[src/rtl/mem_arbiter_nport.sv]
// Round-robin arbiter sharing one multi-cycle memory port among N requesters.
// Optional watchdog enabled by defining ARB_TIMEOUT_EN.
module mem_arbiter_nport #(
  parameter int N       = 2,
  parameter int AW      = 32,
  parameter int DW      = 32,
  parameter int TIMEOUT = 255
) (
  input  logic            clk,
  input  logic            clr,
  input  logic [N-1:0]    p_access,
  input  logic [N-1:0]    p_write,
  input  logic [N*AW-1:0] p_a,
  input  logic [N*DW-1:0] p_d_w,
  output logic [N-1:0]    p_ready,
  output logic [DW-1:0]   p_d_r,
  output logic [AW-1:0]   m_a,
  output logic [DW-1:0]   m_d_w,
  output logic            m_access,
  output logic            m_write,
  input  logic            m_ready,
  input  logic [DW-1:0]   m_d_r,
  output logic            err
);

  localparam int IW = (N > 1) ? $clog2(N) : 1;

  typedef enum logic {IDLE, BUSY} state_t;

  state_t        state_q, state_d;
  logic [IW-1:0] gnt_q, gnt_d;
  logic [IW-1:0] last_q, last_d;
  logic [IW-1:0] pick, hi_pick, lo_pick;
  logic          hi_found, lo_found;
  logic          tmo;
  logic          done;

`ifdef ARB_TIMEOUT_EN
  localparam int TW = $clog2(TIMEOUT + 1);
  logic [TW-1:0] cnt_q, cnt_d;
  logic          err_q, err_d;

  // Counter is 0 in the first BUSY cycle, so TIMEOUT-1 marks the TIMEOUT-th one.
  assign tmo = (state_q == BUSY) && !m_ready && (cnt_q == TW'(TIMEOUT - 1));
  assign err = err_q;

  always_comb begin
    cnt_d = cnt_q;
    err_d = err_q | tmo;
    if (state_q == IDLE) cnt_d = '0;
    else                 cnt_d = cnt_q + 1'b1;
  end

  always_ff @(posedge clk) begin
    if (clr) begin
      cnt_q <= '0;
      err_q <= 1'b0;
    end else begin
      cnt_q <= cnt_d;
      err_q <= err_d;
    end
  end
`else
  assign tmo = 1'b0;
  assign err = 1'b0;
`endif

  assign done  = (state_q == BUSY) && (m_ready || tmo);
  assign p_d_r = m_d_r;

  // Lowest requester above last wins; otherwise wrap to the lowest at or below it.
  always_comb begin
    hi_pick  = '0;
    lo_pick  = '0;
    hi_found = 1'b0;
    lo_found = 1'b0;
    for (int unsigned i = 0; i < N; i++) begin
      if (p_access[i]) begin
        if (IW'(i) > last_q) begin
          if (!hi_found) begin
            hi_found = 1'b1;
            hi_pick  = IW'(i);
          end
        end else if (!lo_found) begin
          lo_found = 1'b1;
          lo_pick  = IW'(i);
        end
      end
    end
    pick = hi_found ? hi_pick : lo_pick;
  end

  always_comb begin
    state_d = state_q;
    gnt_d   = gnt_q;
    last_d  = last_q;
    case (state_q)
      IDLE: begin
        if (|p_access) begin
          state_d = BUSY;
          gnt_d   = pick;
          last_d  = pick;
        end
      end
      BUSY: begin
        if (done) state_d = IDLE;
      end
      default: state_d = IDLE;
    endcase
  end

  always_comb begin
    m_access = 1'b0;
    m_write  = 1'b0;
    m_a      = '0;
    m_d_w    = '0;
    p_ready  = '0;
    if (state_q == BUSY) begin
      m_access = 1'b1;
      for (int unsigned i = 0; i < N; i++) begin
        if (gnt_q == IW'(i)) begin
          m_write    = p_write[i];
          m_a        = p_a[i*AW +: AW];
          m_d_w      = p_d_w[i*DW +: DW];
          p_ready[i] = m_ready || tmo;
        end
      end
    end
  end

  always_ff @(posedge clk) begin
    if (clr) begin
      state_q <= IDLE;
      gnt_q   <= '0;
      last_q  <= IW'(N - 1);
    end else begin
      state_q <= state_d;
      gnt_q   <= gnt_d;
      last_q  <= last_d;
    end
  end

endmodule

[config.mk]
export PLATFORM = sky130hd
export DESIGN_NAME = mem_arbiter_nport
export DESIGN_NICKNAME = d
export VERILOG_FILES = /design/src/rtl/mem_arbiter_nport.sv
export SDC_FILE = /design/constraint.sdc
export NUM_CORES = 1
export LEC_CHECK = 0
export CAP_MARGIN = 5
export CORE_AREA = 2 2 103 105
export CTS_CLUSTER_DIAMETER = 200
export DETAILED_ROUTE_END_ITERATION = 16
export DIE_AREA = 0 0 105 107
export PLACE_DENSITY = 0.57
export SLEW_MARGIN = 20
export SYNTH_ARGS = -nofsm -noshare
export SYNTH_HDL_FRONTEND = slang
export SYNTH_SLANG_ARGS = --single-unit
[constraint.sdc]
create_clock -name clk -period 1.2 [get_ports clk]
set_input_delay 0.12 -clock clk [delete_from_list [all_inputs] [get_ports clk]]
set_output_delay 0.12 -clock clk [all_outputs]
set_load 0.005 [all_outputs]
After elaboration in Yosys (flattened, before gate mapping):

Index checks and enable logic that the tools add are counted.

* order comparisons: 2
* mux-type cells: 26
* bitwise operators: 1
* reduce and logical (&&, ||, !) cells: 3

Operators by type and width (number)
* $mux 32: 4
* $mux 1: 20
* $gt 1x1->1 const A: 2
* $mux 2: 1
* $pmux 1 s2: 1
* $reduce_and 2->1: 1
* $reduce_or 2->1: 1
* $logic_and 1x1->1: 1
* $not 1->1: 1

* flip-flop bits (word level): 3
* input port bits: 167
* logic and storage cells: 35

Logic depth before layout (Yosys ltp):

Gate-level depths: netlist of the first run.

* depth after elaboration: 7
* depth in mapped cells: 5
* mapped depth without buffers: 3

Least setup slack after synthesis of the first run:

Ideal clock, no wire load.

* path kind: register -> output
* start point: reg gnt_q
* end point: out m_a[11]
* arrival time: 0.924 ns
* data required time: 1.080 ns
* slack: 0.156 ns
* stages on the path, launching flop included: 6
* path buffers: 3
* path through: dfxtp_1 > buf_4 > buf_8 > buf_8 > mux2i_1 > nor2_1

* longest elaborated chain between the ends: 2

RTL lines
* start, declared: RTL line 31 `logic [IW-1:0] gnt_q, gnt_d;`
* start signal, assigned: RTL line 138 `gnt_q <= gnt_d;`
* $mux 32: RTL line 121 `if (gnt_q == IW'(i)) begin`
* $mux 32: RTL line 118 `if (state_q == BUSY) begin`
* end, declared: RTL line 17 `output logic [AW-1:0] m_a,`

Every way passes these cells.

Worst setup path after layout of the first run:

* start point: reg gnt_q
* end point: out m_a[8]

The elaborated chain is that of the path after synthesis.

==> results of run 1 <==
==> critical path: stages, from the launching register on <==
cell and delay (ns):
dfxtp_4 0.41, buf_8 0.15, buf_4 0.11, buf_6 0.08, mux2i_1 0.17, nor2_1 0.06, buf_2 0.13
==> cells by family (layout without fill, tap and decap cells) <==
kind of cell,after synthesis,count (layout),share of synthesized area [%]
other,1,1,0.269
DFF,3,3,4.31
AOI/OAI and AO/OA,3,3,1.80
buffers and inverters,49,245,26.7
and+or+nand+nor,73,73,20.3
muxes,65,65,46.7
==> final timing paths <==
path	from	endpoint	slack (ns)	cells past startpoint
max	gnt_q	m_a[8]	-0.24	6
min	m_d_r[13]	p_d_r[13]	0.24	0
max reg2reg	gnt_q	gnt_q	0.11	5
min reg2reg	last_q	last_q	0.50	1
==> area by class of cell <==
cell class / instances / area (sq um)
fill: 1125 / 6630
timing repair buffer: 240 / 2190
multi-input combinational: 142 / 990
tap: 136 / 170
sequential: 3 / 63.8
clock buffer: 4 / 45.0
inverter: 1 / 3.75
==> metrics by stage <==
step	instance area (sq um)	TNS (ns)
2_1_floorplan	1390	0
3_3_place_gp	3330	-14.03
3_5_place_dp	3330	-14.96
4_1_cts	3360	-15.60
5_1_grt	3460	-15.55
6_report	3460	-10.74
==> cells in the final DEF (no fill, tap or decap), drive strengths merged <==
cell type	netlist	layout
clkdlybuf4s50	0	134
nor2	68	68
mux2i	65	65
buf	46	63
clkbuf	2	44
dfxtp	3	3
nand2	2	2
dlymetal6s2s	0	2
inv	1	1
and3	1	1
o31ai	1	1
nand2b	1	1
a32oi	1	1
nor3b	1	1
a211o	1	1
conb	1	1
dlygate4sd2	0	1
==> cell usage after synthesis <==
library cell | number | area, sq um
nor2_1 | 68 | 255
mux2i_1 | 65 | 651
buf_4 | 38 | 285
buf_2 | 5 | 25.0
dfxtp_1 | 3 | 60.1
buf_8 | 2 | 30.0
clkbuf_1 | 2 | 7.51
nand2_1 | 2 | 7.51
a211o_1 | 1 | 8.76
a32oi_1 | 1 | 8.76
and3_1 | 1 | 6.26
buf_12 | 1 | 20.0
conb_1 | 1 | 3.75
inv_1 | 1 | 3.75
nand2b_1 | 1 | 6.26
nor3b_1 | 1 | 7.51
o31ai_1 | 1 | 7.51
==> sequential cells by signal, summed over array words and instances, names as in the netlist <==
register	cells
state_q	1
gnt_q	1
last_q	1
==> per-layer routing <==
metal	routed length (um)	vias to the layer above	track usage (%)
li1	-	1004	-
met4	153	0	3.52
met5	0	-	0
met1	2560	940	10.4
met3	649	26	3.77
met2	3920	112	19.9
==> what timing repair did <==
action | 4_1_cts | 5_1_grt
endpoints found under the setup margin | 68 | 67
pin swaps | 0 | 29
gates resized for setup | 141 | 111
setup buffers | 4 | 23
cloned | 0 | 4
==> power by group <==
part	internal, mW	leakage [nW]	switching, mW
Sequential	0.109	0.0256	0.0124
Combinational	0.850	1.48	0.433
Clock	0.227	0.0228	0.0683
==> summary.txt, run 1 <==
post-DR vias/cell -> 3.96
Power Density -> 491 mW/mm^2
input/output buffers -> 202
grt ovf -> 0
overall power -> 1.70 mW
DP Cell Count -> 492
RSZ-0062 raised after global routing -> yes
Final Hold Viols -> 0
Initial Util -> 13.8%
wire per inst -> 13.8 um
final setup margin -> -0.239 ns
final core area utilization -> 34.3%
WL final -> 7280 um
DR DRC count -> 0
Die W -> 105 um
Pre-antenna DRT Iters -> 4
first-pass GRT wire length -> 9620 um
Final period util -> 120%
Seq/Total Area, Yosys -> 4.31%
Final Max Tran Viols -> 0
Global Route Usage Sum -> 10.4%
Non-Filler Instances -> 526
routability congestion estimate -> 0.741
Num CTS Buffers -> 3
CTS tree -> yes
Fmax -> 0.695 GHz
initial antenna violation count -> 0
Root Buffer -> clkbuf_8
element type at the critical path end -> primary output
via count -> 2082
Worst-Skew Late Latency -> 0.22 ns
Bufs on Longest Clock Path -> 2
dpl ws -> -0.302 ns
clock skew -> 0.000231 ns
core area -> 0.0101 sq mm
number of max-cap violations -> 0
status -> finished, violations left
Synth Register Bits -> 3
H-Tree Depth -> 1
Leak -> 1.53 nW
die height -> 107 um
CTS Hold Bufs -> 0
num rows -> 37
Peak VDD IR -> 793 uV
hold slack -> 0.240 ns
WP data arrival -> 1.32 ns
Netlist Area Pre-Place -> 0.00139 sq mm
hold crit path type -> input pin to primary output
largest net degree at the start of global routing -> 41
share of layout cells above drive strength 1 -> 28.7%
die area -> 0.0112 sq mm
number of global-route vias before repair -> 1974
CTS Sinks -> 3
Post-Synthesis Cells -> 194
Setup violations, final -> 66
HPWL Detailed -> 5430 um
crit-path max FO -> 8
n_diodes -> 0
CP Class -> flop to primary output
Clock transition at path regs -> 0.03 ns
drt initial violations -> 68
YS warnings -> 0
area delta synth->final -> 148%
CP Data Required Time -> 1.08 ns
min Tclk post-route -> 1.44 ns
library cells used by synthesis -> 17
failing checks -> setup timing
CP Launch Type -> flop
top-level I/O count -> 268
Final ANT Viol Nets -> 0
syn nets -> 361
# nets final -> 558
Post-Syn Area per Cell -> 7.18 sq um
Power figures use the tool's default switching activity.
==> run 2, diff against run 1 <==
--- a/config.mk
+++ b/config.mk
@@ -5,12 +5,14 @@
 export SDC_FILE = /design/constraint.sdc
 export NUM_CORES = 1
 export LEC_CHECK = 0
+export ABC_AREA = 1
 export CAP_MARGIN = 5
-export CORE_AREA = 2 2 103 105
+export CORE_AREA = 2 2 104 106
 export CTS_CLUSTER_DIAMETER = 200
 export DETAILED_ROUTE_END_ITERATION = 16
-export DIE_AREA = 0 0 105 107
-export PLACE_DENSITY = 0.57
+export DIE_AREA = 0 0 106 108
+export MAX_ROUTING_LAYER = met4
+export PLACE_DENSITY = 0.58
 export SLEW_MARGIN = 20
 export SYNTH_ARGS = -nofsm -noshare
 export SYNTH_HDL_FRONTEND = slang
==> run 2 against run 1 <==
Total power up 17%. Cell area up 11%. Final cell count up 14%. Combinational power up 23%. Largest cell class unchanged. The flow still finishes with violations (setup timing). Sequential share of layout area down 0.16 points.
==> summary.txt, run 2 <==
Clock transition at path regs -> 0.03 ns (about the same)
n_diodes -> 0 (unchanged)
drt initial violations -> 92 (+35%)
Final Hold Viols -> 0 (unchanged)
Initial Util -> 15.2% (+1.4 points)
Seq/Total Area, Yosys -> 3.86% (-0.44 points)
grt ovf -> 0 (unchanged)
Async S/R FF share, synth -> 0% (unchanged)
die area -> 0.0114 sq mm (+1.9%)
WL final -> 8540 um (+17%)
Die W -> 106 um (+0.95%)
element type at the critical path end -> primary output
Setup violations, final -> 68 (+3.0%)
Bufs on Longest Clock Path -> 2 (unchanged)
hold crit path type -> input pin to primary output
proportion of power drawn by combinational gates -> 79.3% (+3.8 points)
share of layout cells above drive strength 1 -> 39.7% (+11 points)
CP Data Required Time -> 1.08 ns (about the same)
Final Max Tran Viols -> 0 (unchanged)
area delta synth->final -> 148% (about the same)
CTS tree -> yes
Fmax -> 0.594 GHz (-15%)
CP Launch Type -> flop
Synth Register Bits -> 3 (unchanged)
top-level I/O count -> 268 (unchanged)
min Tclk post-route -> 1.68 ns (+0.246 ns)
setup TNS -> -23.15 ns (-12.41 ns)
number of max-cap violations -> 0 (unchanged)
library cells used by synthesis -> 17 (unchanged)
overall power -> 1.99 mW (+17%)
Post-DP Area -> 0.00348 sq mm (+4.5%)
worst reg2reg path endpoint -> state_q
largest net degree at the start of global routing -> 42 (+2.4%)
Peak VDD IR -> 281 uV (-65%)
Pre-antenna DRT Iters -> 4 (unchanged)
reg2reg path depth -> 6 (+1)
Netlist Area Pre-Place -> 0.00155 sq mm (+11%)
top-area cell type share of the netlist area -> 22.5% (-24 points)
Power Density -> 515 mW/mm^2 (+4.8%)
Crit. Startpoint -> state_q
initial antenna violation count -> 0 (unchanged)
status -> finished, violations left
most frequent cells in the layout -> clkdlybuf4s50_1, inv_1, buf_2
sequential share of power -> 5.9% (-1.2 points)
r2r startpoint -> state_q
wire per inst -> 14.2 um (+2.8%)
Num CTS Buffers -> 3 (unchanged)
startpoint of the worst hold path -> m_d_r[26]
crit-path max FO -> 7 (-1)
Post-Synthesis Cells -> 269 (+39%)
core area -> 0.0102 sq mm (+1.4%)
Psw -> 673 uW (+31%)
# fillers -> 1079 (-4.1%)
Worst-Skew Late Latency -> 0.22 ns (about the same)
post-DR vias/cell -> 4.04 (+2.1%)
YS warnings -> 0 (unchanged)
# nets final -> 632 (+13%)
clock skew -> 0.00232 ns (+0.00209 ns)
Yosys top cell by area -> o21ai_2
Post-Syn Area per Cell -> 5.78 sq um (-20%)
routability congestion estimate -> 0.717 (-3.2%)
CTS Hold Bufs -> 0 (unchanged)
Synth Flop Type -> dfxtp_1
first-pass GRT wire length -> 11900 um (+24%)
number of flops mapped to enable cells by yosys -> 0 (unchanged)
Final ANT Viol Nets -> 0 (unchanged)
Worst Hold Endpoint -> p_d_r[26]
reg2reg setup slack -> 0.08 ns (-0.03 ns)
Clk network pwr share -> 14.7% (-2.7 points)
WP data arrival -> 1.56 ns (+0.24 ns)
Area contributors post-synth -> o21ai_2, nand3_1, buf_4, inv_1, o21ai_0
CP Class -> flop to primary output
RSZ-0062 raised after global routing -> yes
commonest non-fill, non-tap cell in the layout -> clkdlybuf4s50_1
sw frac -> 33.9% (+3.7 points)
WHS Path Cells -> 0 (unchanged)
final instance area -> 0.00385 sq mm (+11%)
final setup margin -> -0.484 ns (-0.246 ns)
via count -> 2425 (+16%)
die height -> 108 um (+0.93%)
syn nets -> 436 (+21%)
DR DRC count -> 0 (unchanged)
input/output buffers -> 202 (unchanged)
Root Buffer -> clkbuf_8
dpl ws -> -0.546 ns (-0.244 ns)
internal power -> 1.31 mW (+11%)
Global Route Usage Sum -> 13.3% (+2.9 points)
number of global-route vias before repair -> 2410 (+22%)
Final period util -> 140% (+20 points)
Synth top cells by count -> inv_1, nand3_1, o21ai_2, buf_4, o21ai_0
CTS Sinks -> 3 (unchanged)
H-Tree Depth -> 1 (unchanged)
Leak -> 1.89 nW (+24%)
failing checks -> setup timing
largest registers -> gnt_q: 1 flops, last_q: 1 flops, state_q: 1 flops
num rows -> 37 (unchanged)
HPWL Detailed -> 5570 um (+2.5%)
run 2: cell types whose count changed after synthesis, moves of 2 or more:
cell and change:
a21oi_1 +2, buf_2 -3, buf_4 -3, buf_6 +5
buf_8 -2, clkbuf_1 +10, inv_1 +65, mux2i_1 -65
nand2_1 +3, nand3_1 +66, nor2_1 -66, o21ai_0 +26
o21ai_2 +40
run 2: worst max-delay path by stage:
stage,end,slack [ns],cells past startpoint
final,m_a[20],-0.48,8
after detailed placement,m_a[18],-0.55,5
after global placement,m_a[19],-0.49,5
after CTS,m_a[12],-0.56,8
after floorplan,m_a[0],0.0009,6
after global routing,m_a[20],-0.53,8
run 2: kinds of logic after synthesis:
| family | count (synthesis) | synth area share, % |
|---|---|---|
| compound gates | 68 | 31.6 |
| buf+inv | 122 | 40.5 |
| flops | 3 | 3.86 |
| other cells | 1 | 0.241 |
| simple gates | 75 | 23.8 |
run 2: routing by layer:
metal  wire [um]  track usage [%]  share of wire [%]
met5           0                -                  0
met4         139             3.67                1.6
met3         534             1.87                6.3
met2        4600             25.6                 54
met1        3270             14.2                 38
run 2: timing repair:
| action | 4_1_cts | 5_1_grt |
|---|---|---|
| setup buffers | 17 | 9 |
| endpoints found under the setup margin | 68 | 68 |
| gates resized for setup | 312 | 44 |
| cloned | 5 | 5 |
| pin swaps | 4 | 5 |
run 2: per-stage QoR:
step           hold slack [ns]  instances  util (%)
3_3_place_gp             0.240        562      34.0
3_5_place_dp             0.240        562      34.0
4_1_cts                  0.240        588      36.1
5_1_grt                  0.240        600      37.7
2_1_floorplan            0.182        269         -
6_report                 0.240        600      37.7
run 2: worst max-delay path: stages (launching register included):
cell	delay, ns
dfxtp_2	0.33
inv_2	0.04
or2_4	0.27
buf_12	0.14
buf_12	0.12
buf_8	0.12
buf_6	0.11
o21ai_2	0.09
buf_2	0.12
run 2: power by group through the flow:
| stage | sequential, mW | combinational, mW | clock (mW) |
|---|---|---|---|
| after floorplan | 0.117 | 0.512 | 0 |
| after global placement | 0.117 | 1.28 | 0 |
| after detailed placement | 0.118 | 1.29 | 0 |
| after CTS | 0.117 | 1.46 | 0.301 |
| after global routing | 0.118 | 1.70 | 0.309 |
| final | 0.117 | 1.58 | 0.293 |
run 2: cell type report:
type                       count  area, sq um  share of cell area, %
sequential                     3         65.1                   1.69
multi-input combinational    144          970                   25.2
clock buffer                   4         45.0                   1.17
tap                          136          170                   4.41
timing repair buffer         246         2350                   61.1
inverter                      67          251                   6.52
